<file path="config.mk">
export PLATFORM = sky130hd
export DESIGN_NAME = sroc_sync_controller
export DESIGN_NICKNAME = d
export VERILOG_FILES = /design/src/rtl/sroc_ctrl_pkg.sv /design/src/rtl/sroc_sync_bit.sv /design/src/rtl/sroc_sync_controller.sv
export SDC_FILE = /design/constraint.sdc
export NUM_CORES = 1
export LEC_CHECK = 0
export BUFFER_PORTS_ARGS = -buffer_cell sky130_fd_sc_hd__buf_2
export CAP_MARGIN = 10
export CORE_MARGIN = 8
export CORE_UTILIZATION = 45
export DETAILED_ROUTE_END_ITERATION = 12
export PLACE_DENSITY = 0.73
export SYNTH_ARGS = -nofsm -noshare
export SYNTH_HDL_FRONTEND = slang
export SYNTH_SLANG_ARGS = --single-unit
</file>
<file path="constraint.sdc">
create_clock -name sysClk -period 2.2 [get_ports sysClk]
set_clock_uncertainty 0.1 [all_clocks]
set_input_delay 0.11 -clock sysClk [delete_from_list [all_inputs] [get_ports sysClk]]
set_output_delay 0.11 -clock sysClk [all_outputs]
set_load 0.03 [all_outputs]
</file>
<file path="src/rtl/sroc_ctrl_pkg.sv">
// Shared state encoding and constants for the SROC sync controller.
package sroc_ctrl_pkg;

  localparam int RELOCK_COUNT_WIDTH = 16;

  typedef enum logic [2:0] {
    ST_IDLE    = 3'd0,
    ST_APPLY   = 3'd1,
    ST_WAIT_HB = 3'd2,
    ST_SETTLE  = 3'd3,
    ST_LOCKED  = 3'd4,
    ST_FAULT   = 3'd5
  } sroc_state_e;

  // Heartbeats nominally arrive once per second; allow 10% slack.
  function automatic int unsigned sroc_default_timeout(input int unsigned sysclk_hz);
    logic [63:0] t;
    t = (64'(sysclk_hz) * 64'd11) / 64'd10;
    return t[31:0];
  endfunction

endpackage

</file>
<file path="src/rtl/sroc_sync_bit.sv">
// Two-flop synchroniser. With EDGE_EN set, the output is instead a registered
// one-cycle pulse on the synchronised rising edge (three cycles after the input rises).
module sroc_sync_bit #(
  parameter bit EDGE_EN = 1'b0
) (
  input  logic clk,
  input  logic rst_n,
  input  logic d_i,
  output logic q_o
);

  logic meta_q;
  logic sync_q;

  always_ff @(posedge clk or negedge rst_n) begin
    if (!rst_n) begin
      meta_q <= 1'b0;
      sync_q <= 1'b0;
    end else begin
      meta_q <= d_i;
      sync_q <= meta_q;
    end
  end

  generate
    if (EDGE_EN) begin : g_edge
      logic prev_q;
      logic rise_q;
      always_ff @(posedge clk or negedge rst_n) begin
        if (!rst_n) begin
          prev_q <= 1'b0;
          rise_q <= 1'b0;
        end else begin
          prev_q <= sync_q;
          rise_q <= sync_q & ~prev_q;
        end
      end
      assign q_o = rise_q;
    end else begin : g_level
      assign q_o = sync_q;
    end
  endgenerate

endmodule

</file>
<file path="src/rtl/sroc_sync_controller.sv">
// Applies SROC divisor changes and supervises generator lock against EVR heartbeats.
// Define SROC_SYNC_IRQ_EN to add the lockLostIrq output.
module sroc_sync_controller
  import sroc_ctrl_pkg::*;
#(
  parameter int unsigned SYSCLK_FREQUENCY = 100000000,
  parameter int unsigned DIVISOR_WIDTH    = 10,
  parameter int unsigned HB_CONFIRM       = 2,
  parameter int unsigned SETTLE_CYCLES    = 8,
  parameter int unsigned TIMEOUT_CYCLES   = sroc_default_timeout(SYSCLK_FREQUENCY)
) (
  input  logic                          sysClk,
  input  logic                          sysRst_n,
  input  logic                          cfgStrobe,
  input  logic [DIVISOR_WIDTH-1:0]      cfgDivisor,
  input  logic                          evrHeartbeatMarker,
  input  logic                          evrSROCsynced,
  input  logic                          heartBeatValid,
  output logic                          divisorStrobe,
  output logic [DIVISOR_WIDTH-1:0]      divisorValue,
  output logic                          locked,
  output logic                          fault,
  output logic [2:0]                    state,
  output logic [RELOCK_COUNT_WIDTH-1:0] relockCount
`ifdef SROC_SYNC_IRQ_EN
  ,
  output logic                          lockLostIrq
`endif
);

  localparam int TO_W = $clog2(TIMEOUT_CYCLES + 1);
  localparam int SC_W = $clog2(SETTLE_CYCLES + 1);
  localparam logic [TO_W-1:0] TO_LAST = TO_W'(TIMEOUT_CYCLES - 1);
  localparam logic [SC_W-1:0] SETTLE_LAST = SC_W'(SETTLE_CYCLES - 1);
  localparam logic [3:0] CONFIRM_TARGET = 4'(HB_CONFIRM);
  localparam logic [RELOCK_COUNT_WIDTH-1:0] RELOCK_MAX = '1;

  logic hb_edge;
  logic synced;

  sroc_sync_bit #(.EDGE_EN(1'b1)) u_sync_hb (
    .clk   (sysClk),
    .rst_n (sysRst_n),
    .d_i   (evrHeartbeatMarker),
    .q_o   (hb_edge)
  );

  sroc_sync_bit #(.EDGE_EN(1'b0)) u_sync_synced (
    .clk   (sysClk),
    .rst_n (sysRst_n),
    .d_i   (evrSROCsynced),
    .q_o   (synced)
  );

  sroc_state_e                   state_q, state_d;
  logic [DIVISOR_WIDTH-1:0]      div_q, div_d;
  logic [TO_W-1:0]               to_cnt_q, to_cnt_d;
  logic [TO_W-1:0]               inval_cnt_q, inval_cnt_d;
  logic [SC_W-1:0]               settle_q, settle_d;
  logic [3:0]                    confirm_q, confirm_d;
  logic                          pend_q, pend_d;
  logic [RELOCK_COUNT_WIDTH-1:0] relock_q, relock_d;
  logic                          strobe_q, locked_q, fault_q;
  logic                          timed_out, starved;
  logic [3:0]                    confirm_inc;

  always_comb begin
    state_d     = state_q;
    div_d       = div_q;
    to_cnt_d    = to_cnt_q;
    inval_cnt_d = inval_cnt_q;
    settle_d    = settle_q;
    confirm_d   = confirm_q;
    pend_d      = pend_q;
    relock_d    = relock_q;
    timed_out   = (to_cnt_q == TO_LAST);
    starved     = !heartBeatValid && (inval_cnt_q == TO_LAST);
    confirm_inc = confirm_q + 4'd1;

    // Heartbeat-gap and valid-loss counters only run while supervising lock.
    if (state_q == ST_WAIT_HB || state_q == ST_SETTLE || state_q == ST_LOCKED) begin
      if (!timed_out) to_cnt_d = to_cnt_q + 1'b1;
      if (heartBeatValid) inval_cnt_d = '0;
      else if (inval_cnt_q != TO_LAST) inval_cnt_d = inval_cnt_q + 1'b1;
    end else begin
      to_cnt_d    = '0;
      inval_cnt_d = '0;
    end

    case (state_q)
      ST_IDLE: begin
      end
      ST_APPLY: begin
        state_d   = ST_WAIT_HB;
        confirm_d = '0;
      end
      ST_WAIT_HB: begin
        if (hb_edge) begin
          state_d  = ST_SETTLE;
          to_cnt_d = '0;
          settle_d = '0;
        end else if (timed_out || starved) begin
          state_d = ST_FAULT;
        end
      end
      ST_SETTLE: begin
        if (settle_q == SETTLE_LAST) begin
          if (synced) begin
            confirm_d = confirm_inc;
            pend_d    = 1'b0;
            state_d   = (confirm_inc >= CONFIRM_TARGET) ? ST_LOCKED : ST_WAIT_HB;
          end else begin
            confirm_d = '0;
            state_d   = ST_WAIT_HB;
          end
        end else begin
          settle_d = settle_q + 1'b1;
        end
      end
      ST_LOCKED: begin
        if (!heartBeatValid || timed_out) begin
          state_d = ST_FAULT;
          pend_d  = 1'b0;
        end else if (pend_q) begin
          if (settle_q == SETTLE_LAST) begin
            pend_d = 1'b0;
            if (!synced) begin
              state_d   = ST_WAIT_HB;
              confirm_d = '0;
              if (relock_q != RELOCK_MAX) relock_d = relock_q + 1'b1;
            end
          end else begin
            settle_d = settle_q + 1'b1;
          end
        end else if (hb_edge) begin
          pend_d   = 1'b1;
          settle_d = '0;
          to_cnt_d = '0;
        end
      end
      ST_FAULT: begin
        if (heartBeatValid && hb_edge) begin
          state_d   = ST_SETTLE;
          confirm_d = '0;
          settle_d  = '0;
          to_cnt_d  = '0;
        end
      end
      default: state_d = ST_IDLE;
    endcase

    // A new divisor request overrides every other event except an update in flight.
    if (cfgStrobe && state_q != ST_APPLY) begin
      state_d = ST_APPLY;
      div_d   = cfgDivisor;
      pend_d  = 1'b0;
    end
  end

  always_ff @(posedge sysClk or negedge sysRst_n) begin
    if (!sysRst_n) begin
      state_q     <= ST_IDLE;
      div_q       <= '0;
      to_cnt_q    <= '0;
      inval_cnt_q <= '0;
      settle_q    <= '0;
      confirm_q   <= '0;
      pend_q      <= 1'b0;
      relock_q    <= '0;
      strobe_q    <= 1'b0;
      locked_q    <= 1'b0;
      fault_q     <= 1'b0;
    end else begin
      state_q     <= state_d;
      div_q       <= div_d;
      to_cnt_q    <= to_cnt_d;
      inval_cnt_q <= inval_cnt_d;
      settle_q    <= settle_d;
      confirm_q   <= confirm_d;
      pend_q      <= pend_d;
      relock_q    <= relock_d;
      strobe_q    <= (state_d == ST_APPLY);
      locked_q    <= (state_d == ST_LOCKED);
      fault_q     <= (state_d == ST_FAULT);
    end
  end

`ifdef SROC_SYNC_IRQ_EN
  logic irq_q;

  always_ff @(posedge sysClk or negedge sysRst_n) begin
    if (!sysRst_n) begin
      irq_q <= 1'b0;
    end else begin
      irq_q <= (state_q == ST_LOCKED) &&
               (state_d == ST_WAIT_HB || state_d == ST_FAULT);
    end
  end

  assign lockLostIrq = irq_q;
`endif

  assign divisorStrobe = strobe_q;
  assign divisorValue  = div_q;
  assign locked        = locked_q;
  assign fault         = fault_q;
  assign state         = state_q;
  assign relockCount   = relock_q;

endmodule
</file>
==> metrics.md <==
| Metric | Value |
|---|---|
| Run status | completed |
| Fin crit share | 95.7% |
| Die Y | 122 µm |
| Mux contribution to synthesized area | 0.224% |
| Yosys synthesis warning count | 0 |
| Post-Synth XOR/XNOR Area | a little over a tenth |
| Vias in the first global route | 4174 |
| Largest net degree at the start of global routing | 40 |
| Mean Syn Cell Area | 9.59 µm² |
| R2R depth | 7 |
| Worst Hold Path Cells | 3 |
| Max-cap violations | 0 |
| Hold slack final | 0.0157 ns |
| Antenna Nets Post-Route | 0 |
| Flops & latches, synth | 101 |
| Fin crit period | roughly 2.1 ns |
| Initial Util | 46.3% |
| VDD IR max | approximately 0.00049 V |
| Pwr Total | 4580 µW |
| Pwr dens | 747 nW/µm² |
| Row cnt | 38 |
| Gpl congestion | 0.883 |
| Simple-gate share of the synthesized area | ~28% |
| Min-Delay Path Class | input pin to flop |
| Rel. slew slack | 63.3% |
| Adder-cell area share of the yosys netlist | 1.49% |
| Clock transition at path regs | around 0.1 ns |
| I/O Buffers | 47 |
| Hold Crit Start | cfgStrobe |
| Setup crit end kind | flop |
| Reg-to-Reg End | to_cnt_q[4] |
| Final Hold Viols | 0 |
| R2R Setup Slk | 0.09 ns |
| Fill cells | 979 |
| # setup viols final | 0 |
| Crit Path Category | flop to flop |
| Peak fanout along the critical path | 27 |
| Via count | 4155 |
| Die X | 122 µm |
| Synthesized area | 5040 µm² |
| Die Area | approximately 15000 µm² |
| Total GRT Usage | roughly 16% |
| DR vias/cell | between 5 and 6 |
| TritonCTS clock tree | yes |
| Fraction of layout cells with a size suffix above 1 | 20.5% |
| Per-cell routed wire length | 15.2 µm |
| Area Growth Syn to Fin | 21.6% |
| Post-placement setup slack | ~0.048 ns |
| Main combinational cell family by area after synthesis | simple AND/OR/NAND/NOR gates |
| GRT Residual Overflow | 0 |
| DRT Wirelength | between 10000 and 15000 µm |
| Synth Area in Compound Gates | 7.45% |
| Worst Hold Path EP | pend_q |
| Mapped Cells | about 530 |
| Crit path launch type | flop |
| Worst-Margin Slew | 0.549 ns |
| FMAX | ~470 MHz |
| H-tree Lvls | 3 |
| Worst-skew pair later-pin latency | 0.37 ns |
| Final net count | between 600 and 700 |
| DRT iter0 DRCs | 301 |
| Num Clock Sinks | 101 |
| First drt pass iteration count | 5 |
| Initial antenna violation count | 1 |
| R2R Path Start | to_cnt_q[15] |
| Dpl hpwl | 8270 µm |
| Num CTS Buffers | 9 |
| Post-synth ARST share | between 90% and 100% |
| Clk root buf | clkbuf_8 |
| Unique masters post-synth | 53 |
| Worst EP required | about 2.4 ns |
| First-pass GRT wire length | 19400 µm |
| Clk buf depth | 2 |
| Cell Area, Placed | 5680 µm² |
| Worst Path Arrival | between 2 and 2.5 ns |
| Seq/Total Area, Yosys | between 50% and 60% |
| DRC | 0 |
| Total negative slack | 0 ns |
| Final worst setup slack | 0.0947 ns |
| EDFF count, synth | 0 |
| Ports | 48 |
| Post-synth top flop | dfrtp_1 |
| Core ar. | 10900 µm² |
| Final instance area | between 6000 and 7000 µm² |
| Max-slew violations | 0 |
| Lkg Pwr | between 0.002 and 0.003 µW |
| Post-synthesis net count | 547 |
## Yosys cell counts, types with 2 or more instances
cell type | instances | share of area, %
dfrtp_1 | 101 | 50
nor2_1 | 76 | 5.7
nand2_1 | 71 | 5.3
xnor2_1 | 35 | 6.1
nand3_1 | 33 | 3.3
o21ai_0 | 29 | 2.9
xor2_1 | 26 | 4.5
nand4_1 | 19 | 2.4
and3_1 | 15 | 1.9
a21oi_1 | 12 | 1.2
nor3_1 | 8 | 0.79
inv_1 | 7 | 0.52
nand2b_1 | 7 | 0.87
and4_1 | 6 | 1.0
clkbuf_1 | 6 | 0.45
ha_1 | 6 | 1.5
nor2b_1 | 5 | 0.62
nor4_1 | 5 | 0.62
o31ai_1 | 5 | 0.75
nand4b_1 | 4 | 0.70
or3_1 | 4 | 0.50
buf_6 | 3 | 0.67
nand3b_1 | 3 | 0.45
a211oi_1 | 2 | 0.30
a22oi_1 | 2 | 0.30
a31oi_1 | 2 | 0.25
and2_1 | 2 | 0.25
buf_2 | 2 | 0.20
nand4bb_1 | 2 | 0.45
nor4_2 | 2 | 0.50
nor4b_1 | 2 | 0.35
o22ai_1 | 2 | 0.25
## registers in the layout, indices dropped and copies added (netlist names)
name                     cells
divisorStrobe                1
u_sync_synced.q_o            1
u_sync_hb.sync_q             1
fault                        1
inval_cnt_q                 27
u_sync_hb.q_o                1
to_cnt_q                    27
pend_q                       1
u_sync_hb.g_edge.prev_q      1
divisorValue                10
settle_q                     4
u_sync_hb.meta_q             1
locked                       1
relockCount                 16
state                        3
confirm_q                    4
u_sync_synced.meta_q         1
## per-layer routing
metal  GRT usage [%]  up-vias  part of all wire (%)
li1                -     2033                     -
met2            27.2       73                    50
met4            7.09        0                   2.5
met5               0        -                     0
met3            3.56       21                   4.2
met1            19.6     2028                    43
## cells by family after synthesis
kind of cell / Yosys count
adders and majority gates: 6
and+or+nand+nor: 276
AOI/OAI and AO/OA: 62
xor gates and xnor gates: 61
muxes: 1
DFF: 101
buffers and inverters: 18
## layout by cell type, fill, tap and decap left out, types with 5 or more instances in the layout
master	Yosys	layout
nand4_1	19	19
buf_4	0	37
xnor2_1	35	35
and3_1	15	14
a21oi_1	12	12
nand2b_1	7	7
nor2b_1	5	5
dlygate4sd3_1	0	14
xor2_1	26	26
o21ai_0	29	26
buf_2	2	46
nor2_1	76	74
nor3_1	8	6
dfrtp_1	101	100
ha_1	6	5
nand3_1	33	33
nand2_1	71	71
inv_1	7	7
clkbuf_8	0	10
and4_1	6	5
## where the power goes
group / internal [µW] / leakage, µW / switching, µW
Sequential: 2020 / 0.00137 / 146
Clock: 451 / 0.0000893 / 676
Combinational: 437 / 0.00125 / 843
Total: 2910 / 0.00271 / 1660
## repair_timing
action / CTS / global route
resized for setup: 0 / 25
hold endpoints to repair: 113 / 0
hold buffers: 14 / 0
buffers inserted: 0 / 2
setup endpoints to repair: 0 / 24
## metrics by stage
step           cells  utilization (%)
2_1_floorplan    525                -
3_3_place_gp     737             52.2
3_5_place_dp     737             52.2
4_1_cts          767             55.1
5_1_grt          770             56.2
6_report         771             56.2
## critical path, stage by stage, from the launching register on
cell	delay (ns)
dfrtp_1	0.44
or4_1	0.54
nor4_2	0.18
and3_1	0.22
or3_4	0.14
a21oi_4	0.06
buf_12	0.17
a211oi_2	0.19
## layout make-up
type | instances | area, µm² | share of cell area (%)
repair buffers | 99 | 688 | 11.2
well taps | 140 | 175 | 2.86
flip-flops and latches | 101 | 2530 | 41.3
diodes | 2 | 5.00 | 0.0817
clock inverters | 6 | 46.3 | 0.756
inverters | 7 | 26.3 | 0.429
multi-input cells | 406 | 2520 | 41.1
clock buffers | 10 | 138 | 2.25
## worst max path at each step
stage	startpoint	end	slack [ns]
after global placement	inval_cnt_q[24]	locked	0.1
after CTS	inval_cnt_q[24]	locked	0.007
after floorplan	to_cnt_q[0]	to_cnt_q[0]	0.08
after detailed placement	settle_q[1]	relockCount[1]	0.05
final	to_cnt_q[15]	to_cnt_q[4]	0.09
after global routing	to_cnt_q[16]	relockCount[1]	-0.003
Power figures use the tool's default switching activity.
